===== config.mk =====
export PLATFORM = sky130hd
export DESIGN_NAME = render_sequencer_flat
export DESIGN_NICKNAME = d
export VERILOG_FILES = /design/src/rtl/render_sequencer_if.sv /design/src/rtl/render_sequencer.sv /design/src/flat_wrapper.sv
export SDC_FILE = /design/constraint.sdc
export NUM_CORES = 1
export LEC_CHECK = 0
export ABC_AREA = 1
export ABC_CLOCK_PERIOD_IN_PS = 1500
export BUFFER_PORTS_ARGS = -buffer_cell sky130_fd_sc_hd__buf_2
export CAP_MARGIN = 25
export CELL_PAD_IN_SITES_DETAIL_PLACEMENT = 1
export CELL_PAD_IN_SITES_GLOBAL_PLACEMENT = 2
export CORE_MARGIN = 4
export CORE_UTILIZATION = 28
export CTS_CLUSTER_DIAMETER = 50
export DETAILED_ROUTE_END_ITERATION = 6
export GPL_TIMING_DRIVEN = 0
export PLACE_DENSITY_LB_ADDON = 0.1
export SYNTH_ARGS = -nofsm -noshare
export SYNTH_HDL_FRONTEND = slang
export SYNTH_SLANG_ARGS = --single-unit
export TNS_END_PERCENT = 100

===== constraint.sdc =====
create_clock -name clk -period 1.5 [get_ports clk]
set_input_delay 0.075 -clock clk [delete_from_list [all_inputs] [get_ports clk]]
set_output_delay 0.075 -clock clk [all_outputs]
set_load 0.005 [all_outputs]

===== src/rtl/render_sequencer_if.sv =====
// Line-render handshake and shared VRAM fetch-port bundle between the render
// sequencer (master) and the composer / layer renderers (slave).
interface render_sequencer_if;
  logic       line_render_start;
  logic [8:0] line_idx;
  logic       layer0_enabled;
  logic       layer1_enabled;
  logic       sprites_enabled;
  logic       l0_done;
  logic       l1_done;
  logic       spr_done;
  logic [2:0] bus_req;
  logic [2:0] bus_gnt;
  logic       l0_start;
  logic       l1_start;
  logic       spr_start;
  logic       render_abort;
  logic [8:0] render_line_idx;
  logic       lb_wr_bank;
  logic       render_busy;
  logic       line_done;
  logic       render_overrun;
  logic       render_timeout;

  modport master (
    input  line_render_start, line_idx, layer0_enabled, layer1_enabled,
           sprites_enabled, l0_done, l1_done, spr_done, bus_req,
    output bus_gnt, l0_start, l1_start, spr_start, render_abort,
           render_line_idx, lb_wr_bank, render_busy, line_done,
           render_overrun, render_timeout
  );

  modport slave (
    output line_render_start, line_idx, layer0_enabled, layer1_enabled,
           sprites_enabled, l0_done, l1_done, spr_done, bus_req,
    input  bus_gnt, l0_start, l1_start, spr_start, render_abort,
           render_line_idx, lb_wr_bank, render_busy, line_done,
           render_overrun, render_timeout
  );
endinterface


===== src/rtl/render_sequencer.sv =====
// Per-line render scheduler: start pulses, bank flip, round-robin VRAM port
// arbitration, completion/watchdog/overrun detection. Optional RENDER_STATS_EN.
module render_sequencer #(
  parameter int unsigned WATCHDOG_CYCLES = 800
) (
  input  logic               clk,
  input  logic               rst,
  render_sequencer_if.master bus
`ifdef RENDER_STATS_EN
  ,
  input  logic               stats_clear,
  output logic [7:0]         overrun_count,
  output logic [7:0]         timeout_count
`endif
);

  typedef enum logic [1:0] {
    S_IDLE  = 2'd0,
    S_START = 2'd1,
    S_RUN   = 2'd2
  } state_e;

  localparam logic [10:0] WD_LOAD = 11'(WATCHDOG_CYCLES - 1);

  state_e      state_q, state_d;
  logic [8:0]  line_idx_q, line_idx_d;
  logic        bank_q, bank_d;
  logic [2:0]  en_q, en_d;       // {spr, l1, l0}, frozen for the whole line
  logic [2:0]  done_q, done_d;
  logic [10:0] wd_q, wd_d;
  logic [2:0]  gnt_q, gnt_d;
  logic [1:0]  last_q, last_d;

  logic [2:0]  done_in, done_now, req_ok;
  logic        overrun, complete, timeout;
  logic [1:0]  cand, pick;
  logic        pick_vld;

  // NOTE: every signal written here gets a default first, so no path can
  // leave it unassigned and infer a latch.
  always_comb begin
    done_in  = {bus.spr_done, bus.l1_done, bus.l0_done};
    done_now = done_q | (done_in & en_q);
    req_ok   = bus.bus_req & en_q;
    overrun  = bus.line_render_start && (state_q != S_IDLE);
    complete = (state_q == S_RUN) && !overrun && (&done_now);
    timeout  = (state_q == S_RUN) && !overrun && !(&done_now) && (wd_q == '0);

    state_d    = state_q;
    line_idx_d = line_idx_q;
    bank_d     = bank_q;
    en_d       = en_q;
    done_d     = done_q;
    wd_d       = wd_q;

    // A start in any state is accepted; in START/RUN it also aborts the line.
    if (bus.line_render_start) begin
      state_d    = S_START;
      line_idx_d = bus.line_idx;
      bank_d     = ~bank_q;
      en_d       = {bus.sprites_enabled, bus.layer1_enabled, bus.layer0_enabled};
      done_d     = '0;
    end else begin
      case (state_q)
        S_START: begin
          state_d = S_RUN;
          done_d  = ~en_q;
          wd_d    = WD_LOAD;
        end
        S_RUN: begin
          done_d = done_now;
          if (complete || timeout) state_d = S_IDLE;
          else                     wd_d    = wd_q - 11'd1;
        end
        default: ;
      endcase
    end

    // Nearest requester after the last owner wins; scan far-to-near.
    pick_vld = 1'b0;
    pick     = 2'd0;
    cand     = 2'd0;
    for (int k = 3; k >= 1; k--) begin
      cand = 2'((int'(last_q) + k) % 3);
      if (req_ok[cand]) begin
        pick_vld = 1'b1;
        pick     = cand;
      end
    end

    gnt_d  = '0;
    last_d = last_q;
    if (state_q == S_RUN && state_d == S_RUN) begin
      if (|(gnt_q & req_ok)) begin
        gnt_d = gnt_q;
      end else if (pick_vld) begin
        gnt_d  = 3'b001 << pick;
        last_d = pick;
      end
    end
  end

  // NOTE: sequential state uses non-blocking assignments only, so every flop
  // samples the pre-edge values of the others.
  always_ff @(posedge clk or posedge rst) begin
    if (rst) begin
      state_q    <= S_IDLE;
      line_idx_q <= '0;
      bank_q     <= 1'b0;
      en_q       <= '0;
      done_q     <= '0;
      wd_q       <= '0;
      gnt_q      <= '0;
      last_q     <= 2'd2;
    end else begin
      state_q    <= state_d;
      line_idx_q <= line_idx_d;
      bank_q     <= bank_d;
      en_q       <= en_d;
      done_q     <= done_d;
      wd_q       <= wd_d;
      gnt_q      <= gnt_d;
      last_q     <= last_d;
    end
  end

  assign bus.l0_start        = (state_q == S_START) && en_q[0];
  assign bus.l1_start        = (state_q == S_START) && en_q[1];
  assign bus.spr_start       = (state_q == S_START) && en_q[2];
  assign bus.render_busy     = (state_q != S_IDLE);
  assign bus.line_done       = complete || timeout;
  assign bus.render_abort    = overrun || timeout;
  assign bus.render_overrun  = overrun;
  assign bus.render_timeout  = timeout;
  assign bus.bus_gnt         = (overrun || timeout) ? 3'b000 : gnt_q;
  assign bus.render_line_idx = line_idx_q;
  assign bus.lb_wr_bank      = bank_q;

`ifdef RENDER_STATS_EN
  logic [7:0] ovr_cnt_q, ovr_cnt_d, to_cnt_q, to_cnt_d;

  always_comb begin
    ovr_cnt_d = ovr_cnt_q;
    to_cnt_d  = to_cnt_q;
    if (stats_clear) begin
      ovr_cnt_d = '0;
      to_cnt_d  = '0;
    end else begin
      if (overrun && ovr_cnt_q != 8'hff) ovr_cnt_d = ovr_cnt_q + 8'd1;
      if (timeout && to_cnt_q  != 8'hff) to_cnt_d  = to_cnt_q + 8'd1;
    end
  end

  always_ff @(posedge clk or posedge rst) begin
    if (rst) begin
      ovr_cnt_q <= '0;
      to_cnt_q  <= '0;
    end else begin
      ovr_cnt_q <= ovr_cnt_d;
      to_cnt_q  <= to_cnt_d;
    end
  end

  assign overrun_count = ovr_cnt_q;
  assign timeout_count = to_cnt_q;
`endif

endmodule

===== src/flat_wrapper.sv =====
// flat-port wrapper written by rule: the top's interface ports become plain ports
module render_sequencer_flat 
#(
  parameter int unsigned WATCHDOG_CYCLES = 800
)
  (clk, rst, bus_line_render_start, bus_line_idx, bus_layer0_enabled, bus_layer1_enabled, bus_sprites_enabled, bus_l0_done, bus_l1_done, bus_spr_done, bus_bus_req, bus_bus_gnt, bus_l0_start, bus_l1_start, bus_spr_start, bus_render_abort, bus_render_line_idx, bus_lb_wr_bank, bus_render_busy, bus_line_done, bus_render_overrun, bus_render_timeout);
  render_sequencer_if bus_i ();
  input  logic clk;
  input  logic rst;
  input wire logic [$bits(bus_i.line_render_start)-1:0] bus_line_render_start;
  input wire logic [$bits(bus_i.line_idx)-1:0] bus_line_idx;
  input wire logic [$bits(bus_i.layer0_enabled)-1:0] bus_layer0_enabled;
  input wire logic [$bits(bus_i.layer1_enabled)-1:0] bus_layer1_enabled;
  input wire logic [$bits(bus_i.sprites_enabled)-1:0] bus_sprites_enabled;
  input wire logic [$bits(bus_i.l0_done)-1:0] bus_l0_done;
  input wire logic [$bits(bus_i.l1_done)-1:0] bus_l1_done;
  input wire logic [$bits(bus_i.spr_done)-1:0] bus_spr_done;
  input wire logic [$bits(bus_i.bus_req)-1:0] bus_bus_req;
  output wire logic [$bits(bus_i.bus_gnt)-1:0] bus_bus_gnt;
  output wire logic [$bits(bus_i.l0_start)-1:0] bus_l0_start;
  output wire logic [$bits(bus_i.l1_start)-1:0] bus_l1_start;
  output wire logic [$bits(bus_i.spr_start)-1:0] bus_spr_start;
  output wire logic [$bits(bus_i.render_abort)-1:0] bus_render_abort;
  output wire logic [$bits(bus_i.render_line_idx)-1:0] bus_render_line_idx;
  output wire logic [$bits(bus_i.lb_wr_bank)-1:0] bus_lb_wr_bank;
  output wire logic [$bits(bus_i.render_busy)-1:0] bus_render_busy;
  output wire logic [$bits(bus_i.line_done)-1:0] bus_line_done;
  output wire logic [$bits(bus_i.render_overrun)-1:0] bus_render_overrun;
  output wire logic [$bits(bus_i.render_timeout)-1:0] bus_render_timeout;
  assign bus_i.line_render_start = bus_line_render_start;
  assign bus_i.line_idx = bus_line_idx;
  assign bus_i.layer0_enabled = bus_layer0_enabled;
  assign bus_i.layer1_enabled = bus_layer1_enabled;
  assign bus_i.sprites_enabled = bus_sprites_enabled;
  assign bus_i.l0_done = bus_l0_done;
  assign bus_i.l1_done = bus_l1_done;
  assign bus_i.spr_done = bus_spr_done;
  assign bus_i.bus_req = bus_bus_req;
  assign bus_bus_gnt = bus_i.bus_gnt;
  assign bus_l0_start = bus_i.l0_start;
  assign bus_l1_start = bus_i.l1_start;
  assign bus_spr_start = bus_i.spr_start;
  assign bus_render_abort = bus_i.render_abort;
  assign bus_render_line_idx = bus_i.render_line_idx;
  assign bus_lb_wr_bank = bus_i.lb_wr_bank;
  assign bus_render_busy = bus_i.render_busy;
  assign bus_line_done = bus_i.line_done;
  assign bus_render_overrun = bus_i.render_overrun;
  assign bus_render_timeout = bus_i.render_timeout;
  render_sequencer #(.WATCHDOG_CYCLES(WATCHDOG_CYCLES)) u_core (.clk(clk), .rst(rst), .bus(bus_i));
endmodule

* Word level (Yosys, flattened, before mapping)
Cells that the tools add are included.
Word-level totals: output and inout bits 21, bits in registers 34, word-level logic and storage cells 76
Cells by class: shift-type cells 1, equality and inequality tests 5, mux-type cells 23, div/mod/pow operators 3, add/sub/neg operators 4, magnitude comparators 3, reductions and logical operators 21, bitwise logic cells 8
Operator list (number):
- $mod A32 B3 Y32 const B | 3
- $pmux W11 S2 | 1
- $mux W3 | 5
- $logic_not A11 Y1 | 1
- $mux W11 | 1
- $sub A11 B1 Y11 const B | 1
- $mux W2 | 5
- $and A3 B3 Y3 | 3
- $logic_and A1 B1 Y1 | 9
- $lt A2 B3 Y1 const B | 3
- $reduce_and A3 Y1 | 3
- $add A2 B2 Y3 const B | 2
- $bmux W1 S2 | 3
- $mux W1 | 6
- $pmux W3 S2 | 1
- $eq A2 B2 Y1 const B | 2
- $ne A2 B2 Y1 const B | 2
- $pmux W2 S2 | 1
- $reduce_bool A2 Y1 | 2
- $add A2 B1 Y3 const B | 1
- $not A1 Y1 | 3
- $not A3 Y3 | 1
- $or A3 B3 Y3 | 1
- $reduce_bool A3 Y1 | 1
- other kinds (5) | 7

* Depth between registers and ports, before layout
depth after elaboration 13, mapped depth 13, mapped depth without buffers 13

* Worst setup path before layout
No wires, ideal clock.
path type register -> register, start point register u_core.state_q[1], end point register u_core.gnt_q[1], stages on the path, launching flop included 14, setup time 0.118 ns, setup slack -0.080 ns, period minus slack after synthesis 1.580 ns, arrival time 1.462 ns, path through dfrtp_1 inv_1 ha_1 inv_2 nand2_1 nand2_1 nor2_1 nand2_4 nand3_4 nand2_2 nand3_2 nor2_2 nand2_1 nand2_1
On the way: longest elaborated chain between the ends 13
Ends and longest elaborated chain:
- start: declaration | line render_sequencer.sv:25 | state_e state_q, state_d;
- start signal: assignment | line render_sequencer.sv:116 | state_q <= state_d;
- $reduce_bool A2 Y1 *
- net bus_render_busy | line flat_wrapper.sv:26 | output wire logic [$bits(bus_i.render_busy)-1:0] bus_render_busy;
- $logic_and A1 B1 Y1 * | line render_sequencer.sv:45 | overrun = bus.line_render_start && (state_q != S_IDLE);
- $logic_not A1 Y1 * | line render_sequencer.sv:46, render_sequencer.sv:47
- $logic_and A1 B1 Y1 * | line render_sequencer.sv:46, render_sequencer.sv:47
- $logic_and A1 B1 Y1 (2 in a row) | line render_sequencer.sv:47 | timeout = (state_q == S_RUN) && !overrun && !(&done_now) && (wd_q == '0);
- $logic_or A1 B1 Y1 * | line render_sequencer.sv:72 | if (complete || timeout) state_d = S_IDLE;
- $mux W2 * | line render_sequencer.sv:72
- $pmux W2 S2 * | line render_sequencer.sv:64 | case (state_q)
- $mux W2 * | line render_sequencer.sv:57 | if (bus.line_render_start) begin
- $eq A2 B2 Y1 * | line render_sequencer.sv:93 | if (state_q == S_RUN && state_d == S_RUN) begin
- $logic_and A1 B1 Y1 * | line render_sequencer.sv:93
- $ne A2 B2 Y1 (no source line) / $mux W3 (equally long branches)
- end signal: assignment | line render_sequencer.sv:122 | gnt_q <= gnt_d;
- end: declaration | line render_sequencer.sv:31 | logic [2:0] gnt_q, gnt_d;
Mark *: on every way through the listed nets, which the timed path passes. The rest lies on a longest branch. A chain may end at the register's enable or synchronous reset.

* Worst setup path after layout
start point register u_core.wd_q[0], end point register u_core.wd_q[2]
On the way: longest elaborated chain between the ends 5
Ends and longest elaborated chain:
- start: declaration | line render_sequencer.sv:30 | logic [10:0] wd_q, wd_d;
- start signal: assignment | line render_sequencer.sv:121 | wd_q <= wd_d;
- parallel branches: the longest is 5 deep, another holds $sub A11 B1 Y11
Parallel ways; which one is timed is not known. The select of a mux whose other input is x is not followed.

==> out/results.tsv <==
stage	metric	value	unit
critical_path	startpoint types	flop	
power	P_sw	1798	uW
synthesis	synth unique cells	36	
synthesis	Synth top area share	0.3885	
cts	CTS tree	done	
global_routing	initial antenna violation count	0	
route	First-pass DRT Iterations	4	
critical_path	CP startpoint	u_core.wd_q[0]	
power	internal power	2591	uW
cts	Clock transition at path regs	0.08	ns
synthesis	sequential area share after synthesis	0.4008	
sta	Final Hold Viols	0	
cts	CTS buffer count	5	
worst_hold_path	hold_sp	bus_sprites_enabled	
outcome	failing checks	negative setup slack	
synthesis	Post-Synth Simple-Gate Area	0.3484	
power	part of the power in the clock network	0.200	
synthesis	Yosys top cell by area	dfrtp_1	
finish	fraction of final layout cells sized beyond drive strength 1	0.3846	
synthesis	compound-cell area share of the yosys netlist	0.09005	
synthesis	Post-Syn Nets	309	
finish	most frequent cells in the layout	nand2_1 (75), buf_2 (41), dfrtp_1 (32), inv_1 (26), nor2_1 (20)	
worst_hold_path	Hold WC Path Type	in2reg	
synthesis	adder-cell share of the synthesized area	0.04709	
power	Power Density	1424	nW/um2
sta	Worst Slack Setup Final	-0.2570	ns
synthesis	Gate Count Post-Synth	280	
power	sequential share of power	0.286	
synthesis	number of register bits inferred by synthesis	34	
sta	hold slack final	0.007381	ns
floorplan	Ports	42	
route	wire length per cell	13.55	um
cts	Max Root-Sink Buffers	2	
sta	Slew Viols, Final	0	
floorplan	Starting Density	0.2900	
floorplan	Die Span Y	95.13	um
global_routing	total gr overflow	0	
global_routing	largest net degree at the start of global routing	35	
route	starting DRC count in detailed routing	77	
route	Post-route DRC	0	
floorplan	row count	31	
finish	Area Overhead vs Synth	44.97	%
sta	skew final	0.006245	ns
synthesis	Synth Area per Inst	7.592	um2
sta	actual slew at the worst max-slew pin	0.7862	ns
route	remaining antenna violation count	0	
global_routing	global-route wire length before repair	10670	um
finish	final net count	392	
floorplan	Die ar.	9050	um2
flow_run	Max Cap Viol	0	
global_routing	vias in the first global route	2149	
route	drt via density	4.564	
power	combinational power share	0.514	
power	Max VDD drop	0.4398	mV
critical_path	worst path required time	1.67	ns
sta	Slew headroom	0.4751	
power	switching share of power	0.4097	
cts	clk root buf	clkbuf_8	
sta	RSZ-0062 raised after global routing	true	
synthesis	multiplexer share of the synthesized area	0	
sta	fin crit share	1.171	
floorplan	die width	95.13	um
finish	final core occ	0.4204	
route	routed wire length	6272	um
synthesis	top post-synthesis cells by area	dfrtp_1 (39%), nand2_1 (15%), inv_1 (6.7%)	
power	total power draw	4390	uW
floorplan	floorplan core area	7331	um2
finish	commonest non-fill, non-tap cell in the layout	nand2_1	
critical_path	Critical Path End Type	flop	
synthesis	Yosys Warn Count	0	
sta	# setup viols final	22	
route	vias post-DR	2113	
outcome	status	finished with violations	
finish	antenna fix cells	0	
cts	total clock sinks	34	
placed_design	port buffer count	41	
placed_design	DP HPWL	4476	um
sta	FMAX	569.1	MHz
synthesis	xor-xnor portion of the synthesized cell area	0.02472	
sta	minimum clock period after layout	1.757	ns
critical_path	maximum fanout along the worst path	6	
synthesis	largest family of logic cells by synthesized area	simple AND/OR/NAND/NOR gates	
critical_path	critical path data arrival time	1.93	ns
power	LEAKAGE	0.001542	uW
placed_design	gpl congestion	0.6995	
cts	clk_lat worst skew	0.29	ns
critical_path	WS Path Type	reg2reg	
synthesis	area of the mapped netlist	2126	um2
cts	H-tree levels	2	
global_routing	gr usage total	0.1504	
critical_path	Reg-to-Reg Start	u_core.wd_q[0]	
-- final timing paths --
path	cells after the start	to	slack, ns
hold / removal	3	u_core.en_q[2]	0.007
setup reg to reg	12	u_core.wd_q[2]	-0.26
hold reg to reg	1	u_core.bus.lb_wr_bank	0.47
max in group asynchronous	3	u_core.state_q[1]	0.48
min in group asynchronous	3	u_core.bus.render_line_idx[6]	0.47
setup / recovery	12	u_core.wd_q[2]	-0.26
-- cells by family (layout without fill, tap and decap cells) --
group	after synthesis	after routing
xor+xnor	6	6
flops	34	34
buf+inv	47	131
compound gates	28	28
fa+ha+maj	8	8
simple gates	157	157
-- registers in the layout, summed over array words and instances (netlist names) --
name                        cells
u_core.en_q                     3
u_core.last_q                   2
u_core.gnt_q                    3
u_core.done_q                   3
u_core.bus.lb_wr_bank           1
u_core.bus.render_line_idx      9
u_core.wd_q                    11
u_core.state_q                  2
-- cell type report --
cell class / count / area (um2)
Clock inverter: 3 / 45.04
Clock buffer: 5 / 68.82
Multi-Input combinational cell: 199 / 1272
Tap cell: 99 / 123.9
Timing Repair inverter: 1 / 7.507
Inverter: 43 / 171.4
Sequential cell: 34 / 853.3
Fill cell: 905 / 4249
Timing Repair Buffer: 75 / 511.7
Buffer: 4 / 27.53
-- layer usage --
metal  track usage  vias up  part of all wire
li1              -     1061                 -
met1        0.2130     1000              0.50
met2        0.2274       46              0.44
met3       0.03552        6             0.049
met4       0.04327        0             0.011
met5             0        -                 0
-- metrics by stage --
stage	cell area (um2)	setup WS (ns)	std cells	setup TNS, ns
after floorplan	2150	0.01147	280	0
after global placement	2479	-0.2282	420	-3.600
after detailed placement	2479	-0.2482	420	-4.100
after CTS	2905	-0.2532	453	-4.529
after global routing	3082	-0.4186	463	-7.934
final	3082	-0.2570	463	-4.329
-- power groups by stage --
| stage | clock network (uW) | registers, uW | logic (uW) |
|---|---|---|---|
| 6_report | 876 | 1260 | 2260 |
| 5_1_grt | 946 | 1280 | 2520 |
| 4_1_cts | 914 | 1240 | 1940 |
| 3_5_place_dp | 0 | 1270 | 1530 |
| 3_3_place_gp | 0 | 1260 | 1530 |
| 2_1_floorplan | 0 | 1240 | 1120 |
-- critical path: stages (launching register included) --
cell and delay, ns:
dfrtp_1 0.39, inv_2 0.10, ha_4 0.13, inv_2 0.02
nor2_1 0.09, nand2_1 0.10, nor2_4 0.13, nand2_4 0.07
buf_6 0.14, nand4_4 0.13, clkinvlp_4 0.16, nand3b_1 0.10
nand3_1 0.07
-- timing repair --
| item | 4_1_cts | 5_1_grt |
|---|---|---|
| buffers inserted | 12 | 10 |
| gates resized for setup | 25 | 36 |
| endpoints found under the hold margin | 44 | 0 |
| hold buffers | 12 | 0 |
| endpoints found under the setup margin | 28 | 28 |
| pin swaps | 10 | 18 |
| gates cloned | 1 | 0 |
-- cell usage after synthesis (all sizes together) --
| cell type | instances |
|---|---|
| o31ai | 3 |
| a21oi | 4 |
| clkinv | 1 |
| dfstp | 1 |
| xor2 | 5 |
| o311ai | 1 |
| ha | 8 |
| buf | 2 |
| clkbuf | 2 |
| nand3b | 1 |
| o211ai | 1 |
| nor3 | 2 |
| nand4 | 11 |
| inv | 42 |
| nor2 | 30 |
| nand2 | 90 |
| or2 | 1 |
| nand3 | 21 |
| xnor2 | 1 |
| nor4 | 1 |
| o21ai | 19 |
| dfrtp | 33 |
(Power assumes the default switching activity.)
